<file path="src/rtl/alu_rs_scheduler.sv">
// Reservation station for the shared ALU: holds renamed instructions, wakes operands from the
// CDB, issues the oldest ready entry and parks its result until the CDB arbiter grants it.
module alu_rs_scheduler #(
    parameter int SIZE  = 8,
    parameter int TAG_W = 4
) (
    input  logic                       clk,
    input  logic                       rst,
    input  logic                       flush,
    input  logic                       alloc_valid,
    output logic                       alloc_ready,
    input  logic [2:0]                 alloc_op,
    input  logic [TAG_W-1:0]           alloc_tag,
    input  logic [31:0]                alloc_r1,
    input  logic [31:0]                alloc_r2,
    input  logic                       alloc_r1_rdy,
    input  logic                       alloc_r2_rdy,
    input  logic [TAG_W-1:0]           alloc_r1_tag,
    input  logic [TAG_W-1:0]           alloc_r2_tag,
    input  logic                       cdb_valid,
    input  logic [TAG_W-1:0]           cdb_tag,
    input  logic [31:0]                cdb_data,
    output logic                       res_valid,
    input  logic                       res_ready,
    output logic [TAG_W-1:0]           res_tag,
    output logic [31:0]                res_data,
    output logic [$clog2(SIZE+1)-1:0]  occupancy
);
    localparam int IW = $clog2(SIZE);
    localparam int CW = $clog2(SIZE+1);

    localparam logic [2:0] OP_ADD = 3'd0;
    localparam logic [2:0] OP_SLL = 3'd1;
    localparam logic [2:0] OP_SRA = 3'd2;
    localparam logic [2:0] OP_SUB = 3'd3;
    localparam logic [2:0] OP_XOR = 3'd4;
    localparam logic [2:0] OP_SRL = 3'd5;
    localparam logic [2:0] OP_OR  = 3'd6;

    logic [SIZE-1:0]  valid, r1_rdy, r2_rdy, cand, pick;
    logic [SIZE-1:0]  older [SIZE];     // older[j][i]: entry j was allocated before entry i
    logic [2:0]       op_q     [SIZE];
    logic [TAG_W-1:0] dst_q    [SIZE];
    logic [TAG_W-1:0] r1_tag_q [SIZE];
    logic [TAG_W-1:0] r2_tag_q [SIZE];
    logic [31:0]      r1_q     [SIZE];
    logic [31:0]      r2_q     [SIZE];

    logic [IW-1:0] free_idx, issue_idx;
    logic          do_alloc, do_issue;
    logic          in_r1_rdy, in_r2_rdy;
    logic [31:0]   in_r1, in_r2;

    function automatic logic [31:0] alu(input logic [2:0] op, input logic [31:0] a,
                                        input logic [31:0] b, input logic [4:0] sh);
        case (op)
            OP_ADD:  alu = a + b;
            OP_SLL:  alu = a << sh;
            OP_SRA:  alu = 32'($signed(a) >>> sh);
            OP_SUB:  alu = a - b;
            OP_XOR:  alu = a ^ b;
            OP_SRL:  alu = a >> sh;
            OP_OR:   alu = a | b;
            default: alu = a & b;
        endcase
    endfunction

    // Both ports use valid/ready: a transfer happens on a rising edge where valid && ready;
    // res_tag/res_data hold steady while res_valid && !res_ready.
    assign alloc_ready = (occupancy < CW'(SIZE));
    assign do_alloc    = alloc_valid && alloc_ready && !flush;
    assign cand        = valid & r1_rdy & r2_rdy;
    assign do_issue    = (|cand) && (!res_valid || res_ready) && !flush;

    assign in_r1_rdy = alloc_r1_rdy || (cdb_valid && cdb_tag == alloc_r1_tag);
    assign in_r2_rdy = alloc_r2_rdy || (cdb_valid && cdb_tag == alloc_r2_tag);
    assign in_r1     = alloc_r1_rdy ? alloc_r1 : cdb_data;
    assign in_r2     = alloc_r2_rdy ? alloc_r2 : cdb_data;

    always_comb begin
        free_idx = '0;
        for (int i = SIZE - 1; i >= 0; i--)
            if (!valid[i]) free_idx = IW'(i);
    end

    // A candidate wins when no other candidate is older than it.
    always_comb begin
        pick      = '0;
        issue_idx = '0;
        for (int i = 0; i < SIZE; i++) begin
            pick[i] = cand[i];
            for (int j = 0; j < SIZE; j++)
                if (cand[j] && older[j][i]) pick[i] = 1'b0;
        end
        for (int i = 0; i < SIZE; i++)
            if (pick[i]) issue_idx = IW'(i);
    end

    always_ff @(posedge clk or negedge rst) begin
        if (!rst) begin
            valid     <= '0;
            r1_rdy    <= '0;
            r2_rdy    <= '0;
            for (int i = 0; i < SIZE; i++) older[i] <= '0;
            res_valid <= 1'b0;
            res_tag   <= '0;
            res_data  <= '0;
            occupancy <= '0;
        end else if (flush) begin
            valid     <= '0;
            for (int i = 0; i < SIZE; i++) older[i] <= '0;
            res_valid <= 1'b0;
            occupancy <= '0;
        end else begin
            for (int i = 0; i < SIZE; i++) begin
                if (valid[i] && !r1_rdy[i] && cdb_valid && cdb_tag == r1_tag_q[i]) r1_rdy[i] <= 1'b1;
                if (valid[i] && !r2_rdy[i] && cdb_valid && cdb_tag == r2_tag_q[i]) r2_rdy[i] <= 1'b1;
            end
            if (do_issue) begin
                valid[issue_idx] <= 1'b0;
                for (int j = 0; j < SIZE; j++) older[j][issue_idx] <= 1'b0;
                res_valid <= 1'b1;
                res_tag   <= dst_q[issue_idx];
                res_data  <= alu(op_q[issue_idx], r1_q[issue_idx], r2_q[issue_idx],
                                 r2_q[issue_idx][4:0]);
            end else if (res_ready) begin
                res_valid <= 1'b0;
            end
            if (do_alloc) begin
                valid[free_idx]  <= 1'b1;
                r1_rdy[free_idx] <= in_r1_rdy;
                r2_rdy[free_idx] <= in_r2_rdy;
                older[free_idx]  <= '0;
                for (int j = 0; j < SIZE; j++)
                    if (IW'(j) != free_idx)
                        older[j][free_idx] <= valid[j] && !(do_issue && issue_idx == IW'(j));
            end
            if (do_alloc && !do_issue)      occupancy <= occupancy + CW'(1);
            else if (!do_alloc && do_issue) occupancy <= occupancy - CW'(1);
        end
    end

    // Payload needs no reset: it is only read while the matching valid/rdy bit is set.
    always_ff @(posedge clk) begin
        for (int i = 0; i < SIZE; i++) begin
            if (valid[i] && !r1_rdy[i] && cdb_valid && cdb_tag == r1_tag_q[i]) r1_q[i] <= cdb_data;
            if (valid[i] && !r2_rdy[i] && cdb_valid && cdb_tag == r2_tag_q[i]) r2_q[i] <= cdb_data;
        end
        if (do_alloc) begin
            op_q[free_idx]     <= alloc_op;
            dst_q[free_idx]    <= alloc_tag;
            r1_q[free_idx]     <= in_r1;
            r2_q[free_idx]     <= in_r2;
            r1_tag_q[free_idx] <= alloc_r1_tag;
            r2_tag_q[free_idx] <= alloc_r2_tag;
        end
    end

endmodule

</file>
<file path="config.mk">
export PLATFORM = sky130hd
export DESIGN_NAME = alu_rs_scheduler
export DESIGN_NICKNAME = d
export VERILOG_FILES = /design/src/rtl/alu_rs_scheduler.sv
export SDC_FILE = /design/constraint.sdc
export NUM_CORES = 2
export LEC_CHECK = 0
export CAP_MARGIN = 0
export CORE_MARGIN = 2
export CORE_UTILIZATION = 50
export CTS_CLUSTER_DIAMETER = 200
export CTS_CLUSTER_SIZE = 12
export DETAILED_ROUTE_END_ITERATION = 6
export GPL_TIMING_DRIVEN = 0
export PLACE_DENSITY = 0.67
export SETUP_SLACK_MARGIN = 0.3
export SLEW_MARGIN = 15
export SYNTH_ARGS = -nofsm -noshare
export SYNTH_HDL_FRONTEND = slang
export SYNTH_SLANG_ARGS = --single-unit
</file>
<file path="constraint.sdc">
create_clock -name clk -period 11.35 [get_ports clk]
set_clock_uncertainty 0.2 [all_clocks]
set_input_delay 2.27 -clock clk [delete_from_list [all_inputs] [get_ports clk]]
set_output_delay 2.27 -clock clk [all_outputs]
set_load 0.02 [all_outputs]
</file>
# After elaboration in Yosys (flattened, before gate mapping)
# Memories as Yosys holds them, arrays and structs flattened. A register that Yosys moved wholly into a read port is not among the register bits.
# Cells that the tools add are included.
totals:
  regBits: 125
  ram_bits: 632
  mem_count: 6
  elab_cells: 442
  output_inout_bits: 42
mem_list:
  columns: ["name", "words", "word_bits", "rd", "rd_ports_with_merged_regs", "write_ports", "line_no", "text"]
  rows:
  - ["r1_q", 8, 32, 1, 0, 9, "46", "logic [31:0] r1_q [SIZE];"]
  - ["r2_q", 8, 32, 1, 0, 9, "47", "logic [31:0] r2_q [SIZE];"]
  - ["dst_q", 8, 4, 1, 1, 1, "43", "logic [TAG_W-1:0] dst_q [SIZE];"]
  - ["r1_tag_q", 8, 4, 8, 0, 1, "44", "logic [TAG_W-1:0] r1_tag_q [SIZE];"]
  - ["r2_tag_q", 8, 4, 8, 0, 1, "45", "logic [TAG_W-1:0] r2_tag_q [SIZE];"]
  - ["op_q", 8, 3, 1, 0, 1, "42", "logic [2:0] op_q [SIZE];"]
op_classes:
  bitwise_logic: 20
  n_eq_ne: 38
  n_mux: 180
  n_addsub: 4
  reduce_logical: 170
  shift: 3
  magnitude_cmp: 7
op_table:
  columns: ["operator", "count"]
  rows:
  - ["two-way mux 64 bit", 4]
  - ["case mux 32 bit (7 select lines)", 1]
  - ["logical AND 1 bit", 131]
  - ["two-way mux 1 bit", 128]
  - ["two-way mux 8 bit", 15]
  - ["AND 8 bit", 11]
  - ["bitwise mux 8 bit", 10]
  - ["== test 4 bit", 18]
  - ["AND 64 bit", 1]
  - ["two-way mux 32 bit", 2]
  - ["inverter 64 bit", 1]
  - ["two-way mux 3 bit", 14]
  - ["adder 32 bit", 1]
  - ["AND 32 bit", 1]
  - ["OR 32 bit", 1]
  - ["left shift 32 x 5 -> 32 bit", 1]
  - [">> shifter 32 x 5 -> 32 bit", 1]
  - [">>> shifter 32 x 5 -> 32 bit", 1]
  - ["subtractor 32 bit", 1]
  - ["bitwise XOR 32 bit", 1]
  - ["zero test 1 bit", 29]
  - ["demux 8 bit (select 3 bit)", 1]
  - ["== test 3 bit, second input constant", 7]
  - ["== test 3 x 2 -> 1 bit, second input constant", 4]
  - ["22 further kinds", 37]

# Longest topological paths before layout
depth:
  word_depth: 31
  mapped_depth: 32
  depth_no_buf: 26

# Worst setup path after synthesis
# No wires, ideal clock.
synth_timing:
  path_type: "input-to-reg"
  start: "in cdb_tag[0]"
  end: "reg r1_rdy[7]"
  setup_time_ps: 65
  slack_ps: 3838
  arrival_time_ps: 7247
  n_path_buf: 2
  cell_stages: 7
  required_ps: 11085
  path_cell_list: "clkbuf_1 -> buf_1 -> xnor2_1 -> nand3_1 -> o41ai_1 -> and2_1 -> o22a_1"
synth_via:
  elab_chain_len: 6
  word_cells_on_any_way: 9
  cone_classes: "2 x eq/ne; 4 x mux; 3 x reduce/logical"
synth_rtl:
  columns: ["element", "line_no", "text"]
  rows:
  - ["start: declaration", "21", "input logic [TAG_W-1:0] cdb_tag,"]
  - ["== test 4 bit", "116", "if (valid[i] && !r1_rdy[i] && cdb_valid && cdb_tag == r1_tag_q[i]) r1_rdy[i] <= 1'b1;"]
  - ["logical AND 1 bit", "116", null]
  - ["two-way mux 1 bit", "116", null]
  - ["two-way mux 1 bit", "109", "end else if (flush) begin"]
  - ["bitwise mux 8 bit", "131", "r1_rdy[free_idx] <= in_r1_rdy;"]
  - ["two-way mux 8 bit *", "129", "if (do_alloc) begin"]
  - ["end signal: indexed assignment", "131", null]
  - ["end: declaration", "40", "logic [SIZE-1:0] valid, r1_rdy, r2_rdy, cand, pick;"]
# Mark *: on every way between the ends. The rest lies on a longest branch, timed or not. The select of a mux whose other input is x is not followed.
# A chain may end at the register's enable or synchronous reset.

# Final worst setup path
layout_timing:
  start: "reg r2_rdy[0]"
  end: "reg res_data[28]"
layout_via:
  elab_chain_len: 20
  word_cells_on_any_way: 94
  cone_classes: "2 x add/sub; 6 x eq/ne; 3 x shift; 64 x mux; 4 x bitwise; 12 x reduce/logical; 3 x memory"
layout_rtl:
  columns: ["element", "line_no", "text"]
  rows:
  - ["start: declaration", "40", null]
  - ["start signal: indexed assignment", "132", "r2_rdy[free_idx] <= in_r2_rdy;"]
  - ["AND 8 bit *", "72", "assign cand = valid & r1_rdy & r2_rdy;"]
  - ["logical AND 1 bit", "93", "if (cand[j] && older[j][i]) pick[i] = 1'b0;"]
  - ["two-way mux 1 bit (8 in a row)", "93", null]
  - ["two-way mux 1 bit", "96", "if (pick[i]) issue_idx = IW'(i);"]
  - ["two-way mux 3 bit (6 in a row)", "96", null]
  - ["memory read (8 x 32 bit) (tied with other cells)", null, null]
  - ["subtractor 32 bit (tied with other cells)", "60", "OP_SUB: alu = a - b;"]
  - ["case mux 32 bit (7 select lines)", "56", "case (op)"]
  - ["end signal: assignment", "124", "res_data <= alu(op_q[issue_idx], r1_q[issue_idx], r2_q[issue_idx],"]
  - ["end: declaration", "26", "output logic [31:0] res_data,"]
# Mark *: on every way between the ends. The rest lies on a longest branch, timed or not.

==> flow_metrics.tcl <==
set metrics [dict create \
    status "finished with violations" \
    violations "design-rule violations" \
    cts_sinks 753 \
    cp_num_cells 30 \
    cts-buffers-inserted 72 \
    fin_nets 4768 \
    power_switching_mw 3.30 \
    area_delta_synth_final_pct 14.1 \
    clock_path_buffers 3 \
    cp_top_family "compound AO/OA/AOI/OAI gates" \
    crit_path_max_fanout 10 \
    nFillCells 7536 \
    start_util 0.502 \
    rr_worst_depth 30 \
    met1_usage 0.604 \
    ys_ff_latch 753 \
    root_buffer "clkbuf_16" \
    avgSynthCellArea_sq_um 10.3 \
    placed_cell_area_sq_um 47300 \
    avgRoutedWirePerCell_um 40.9 \
    met3_usage 0.205 \
    drt_wl_total_mm 235 \
    r2r_end "res_data[28]" \
    final_cell_mix "a21oi_1 (675), edfxtp_1 (632), nor2_1 (395), clkbuf_1 (249), mux2i_1 (237)" \
    grt-ovfl-total 0 \
    final_layout_size_suffix_gt1_frac 0.109 \
    clk_pin_slew_ns 0.07 \
    io_buffers 125 \
    setup_viol 0 \
    clkPwrFrac 0.269 \
    post-route-period-util 0.960 \
    vias_per_cell 7.49 \
    switching_share 0.386 \
    cap_violations 0 \
    route.vias.total 43018 \
    setup_ws_ns 0.456 \
    grt_use_total 0.517 \
    h-tree-depth 3 \
    clkLatencyLatePin_ns 0.68 \
    synth_nets 4418 \
    power_density_nw_per_um2 173 \
    tritoncts "done" \
    final_core_util 0.573 \
    hpwl_mm 171 \
    core_sq_um 86300 \
    crit_slowest_cell "clkbuf_1" \
    sequentialPowerShare 0.386 \
    peakVddDrop_mv 0.142 \
    internal-power_mw 5.25 \
    antenna_found_initial 16 \
    layout_commonest_cell "a21oi_1" \
    netlist_area_sq_um 43400 \
    startpoint_type "register" \
    row_count 108 \
    hold-path-endpoint "res_tag[2]" \
    syn_inst 4194 \
    crit_start "r2_rdy[0]" \
    ff2ff_setup_slack_ns 0.46 \
    final_area_sq_um 49500 \
    end_kind "register" \
    drc 43 \
    worstHoldStart "res_tag[2]" \
    p_leak_nw 18.4 \
    rsz0062_at_grt "false" \
    whs_path_depth 2 \
    grt_pass1_wl_mm 319 \
    synth-edff-count 632 \
    drv_slew 0 \
    first_iter_violations 7967 \
    ant_nets 0 \
    total_power_mw 8.55 \
    place.gp.congestion 1.10 \
    hold_path.class "register to register" \
    die_y_um 299 \
    comb_power_share 0.345 \
    place_ws_ns 0.875 \
    die_area_sq_um 89100 \
    first_global_vias 40530 \
    worst-path-buf-inv 9 \
    critPathMaxStageDelay_ns 0.96 \
    die_x_um 299 \
    synthFlopType "edfxtp_1" \
    grt_use_met2 0.750 \
    cp.required_ns 11.69 \
    tightest_slew_ns 1.46 \
    grt_max_degree 70 \
    synth-seq-area-share 0.507 \
    crit_type "register to register" \
    r2r-start "r2_rdy[0]" \
    synth.distinct_cells 104 \
    pin_count 165 \
    cts_hold_buf 0 \
    hold_viol 0 \
    fin_crit_ns 10.89 \
    async_flop_share 0.161 \
    synth_warnings 0 \
    cp.arrival_ns 11.23 \
    firstDrtPassIters 7 \
    top_usage_layer "met2" \
    fmaxAchievable_ghz 0.0918 \
    slew_headroom 0.0267 \
]
## power by group through the flow
stage          clock network (mW)  registers, mW  logic (mW)
4_1_cts                      2.25           3.29        2.78
3_3_place_gp                    0           3.36        2.74
3_5_place_dp                    0           3.35        2.78
6_report                     2.30           3.30        2.95
2_1_floorplan                   0           3.39        1.49
5_1_grt                      2.34           3.30        3.01
## cell type report
class / instances / area [sq um] / share of cell area
Multi-Input combinational cell: 2984 / 19600 / 0.396
Clock buffer: 99 / 1900 / 0.0385
Sequential cell: 753 / 22000 / 0.445
Clock inverter: 6 / 91.3 / 0.00185
Inverter: 104 / 390 / 0.00789
Antenna cell: 16 / 40.0 / 0.000809
Tap cell: 1155 / 1450 / 0.0292
Timing Repair Buffer: 276 / 2430 / 0.0491
Buffer: 353 / 1600 / 0.0323
## through the flow
| step | TNS [ns] | hold WS [ns] | instances |
|---|---|---|---|
| after global placement | -872.11 | 0.253 | 5474 |
| after detailed placement | 0 | 0.259 | 5619 |
| after global routing | 0 | 0.306 | 5732 |
| after CTS | 0 | 0.273 | 5724 |
| after floorplan | 0 | 0.255 | 4194 |
| final | 0 | 0.273 | 5746 |
## synthesized netlist by cell type, types with 11 or more instances
cell type / number / area share
nor2_1: 401 / 0.035
a221o_1: 18 / 0.0042
inv_1: 92 / 0.0080
buf_2: 65 / 0.0075
nand3_1: 174 / 0.020
o221ai_1: 57 / 0.012
o22ai_1: 32 / 0.0046
nand2_1: 236 / 0.020
or3_1: 28 / 0.0040
o41ai_1: 19 / 0.0038
ha_1: 99 / 0.029
buf_4: 15 / 0.0026
nor2b_1: 13 / 0.0019
a22oi_1: 48 / 0.0083
inv_2: 12 / 0.0010
o31ai_1: 13 / 0.0022
a221oi_1: 45 / 0.0091
nand4_1: 32 / 0.0046
o2111ai_1: 13 / 0.0026
a21o_1: 36 / 0.0062
a32oi_2: 31 / 0.012
nor3_1: 42 / 0.0048
buf_6: 16 / 0.0042
o21a_1: 12 / 0.0021
buf_1: 21 / 0.0018
and3_1: 36 / 0.0052
xnor2_1: 105 / 0.021
a211oi_1: 30 / 0.0052
mux2i_1: 237 / 0.055
edfxtp_1: 632 / 0.44
o21ai_0: 182 / 0.021
dfrtp_1: 121 / 0.070
a31oi_1: 31 / 0.0045
mux2_2: 28 / 0.0073
o211ai_1: 36 / 0.0062
a311oi_1: 17 / 0.0034
a32o_1: 11 / 0.0025
xor2_1: 27 / 0.0055
and2_1: 23 / 0.0033
o22a_1: 13 / 0.0026
a32oi_1: 15 / 0.0030
clkbuf_1: 236 / 0.020
a21oi_1: 675 / 0.078
## repair_timing
action	in CTS	in global routing
setup endpoints to repair	0	2
endpoints found under the hold margin	0	0
resized for setup	0	2
setup buffers	0	0
## cell families (layout without fill, tap and decap cells)
group,after synthesis,after routing,synth area share
AOI/OAI and AO/OA,1444,1444,0.218
xor gates and xnor gates,132,132,0.0266
adders and majority gates,101,101,0.0295
buffers and inverters,457,838,0.0455
DFF,753,753,0.507
muxes,268,268,0.0630
other,0,16,0
and+or+nand+nor,1039,1039,0.110
## tightest hold or removal path, delay by kind of cell, from the launching register on
kind          cells  cell delay (ns)
flops             1             0.35
simple gates      2             0.10
## layer usage
layer  wire [um]  vias up
li1            -    16680
met1       76500    20415
met2       97600     4535
met3       35900     1380
met4       25200        8
met5          61        -
## registers in the layout, summed over array words and instances (netlist names)
name	flops
older	56
r1_q	256
res_tag	4
r1_rdy	8
r1_tag_q	32
valid	8
occupancy	4
dst_q	32
res_valid	1
op_q	24
r2_q	256
r2_tag_q	32
r2_rdy	8
res_data	32
## worst max path at each step
stage | end | slack [ns]
floorplan | r1_rdy[7] | 3.84
global placement | r2_rdy[6] | -2.46
detailed placement | res_data[28] | 0.87
CTS | res_data[30] | 0.82
global route | res_data[28] | 0.30
finish | res_data[28] | 0.46
No activity file was read; power rests on OpenSTA's default activity.
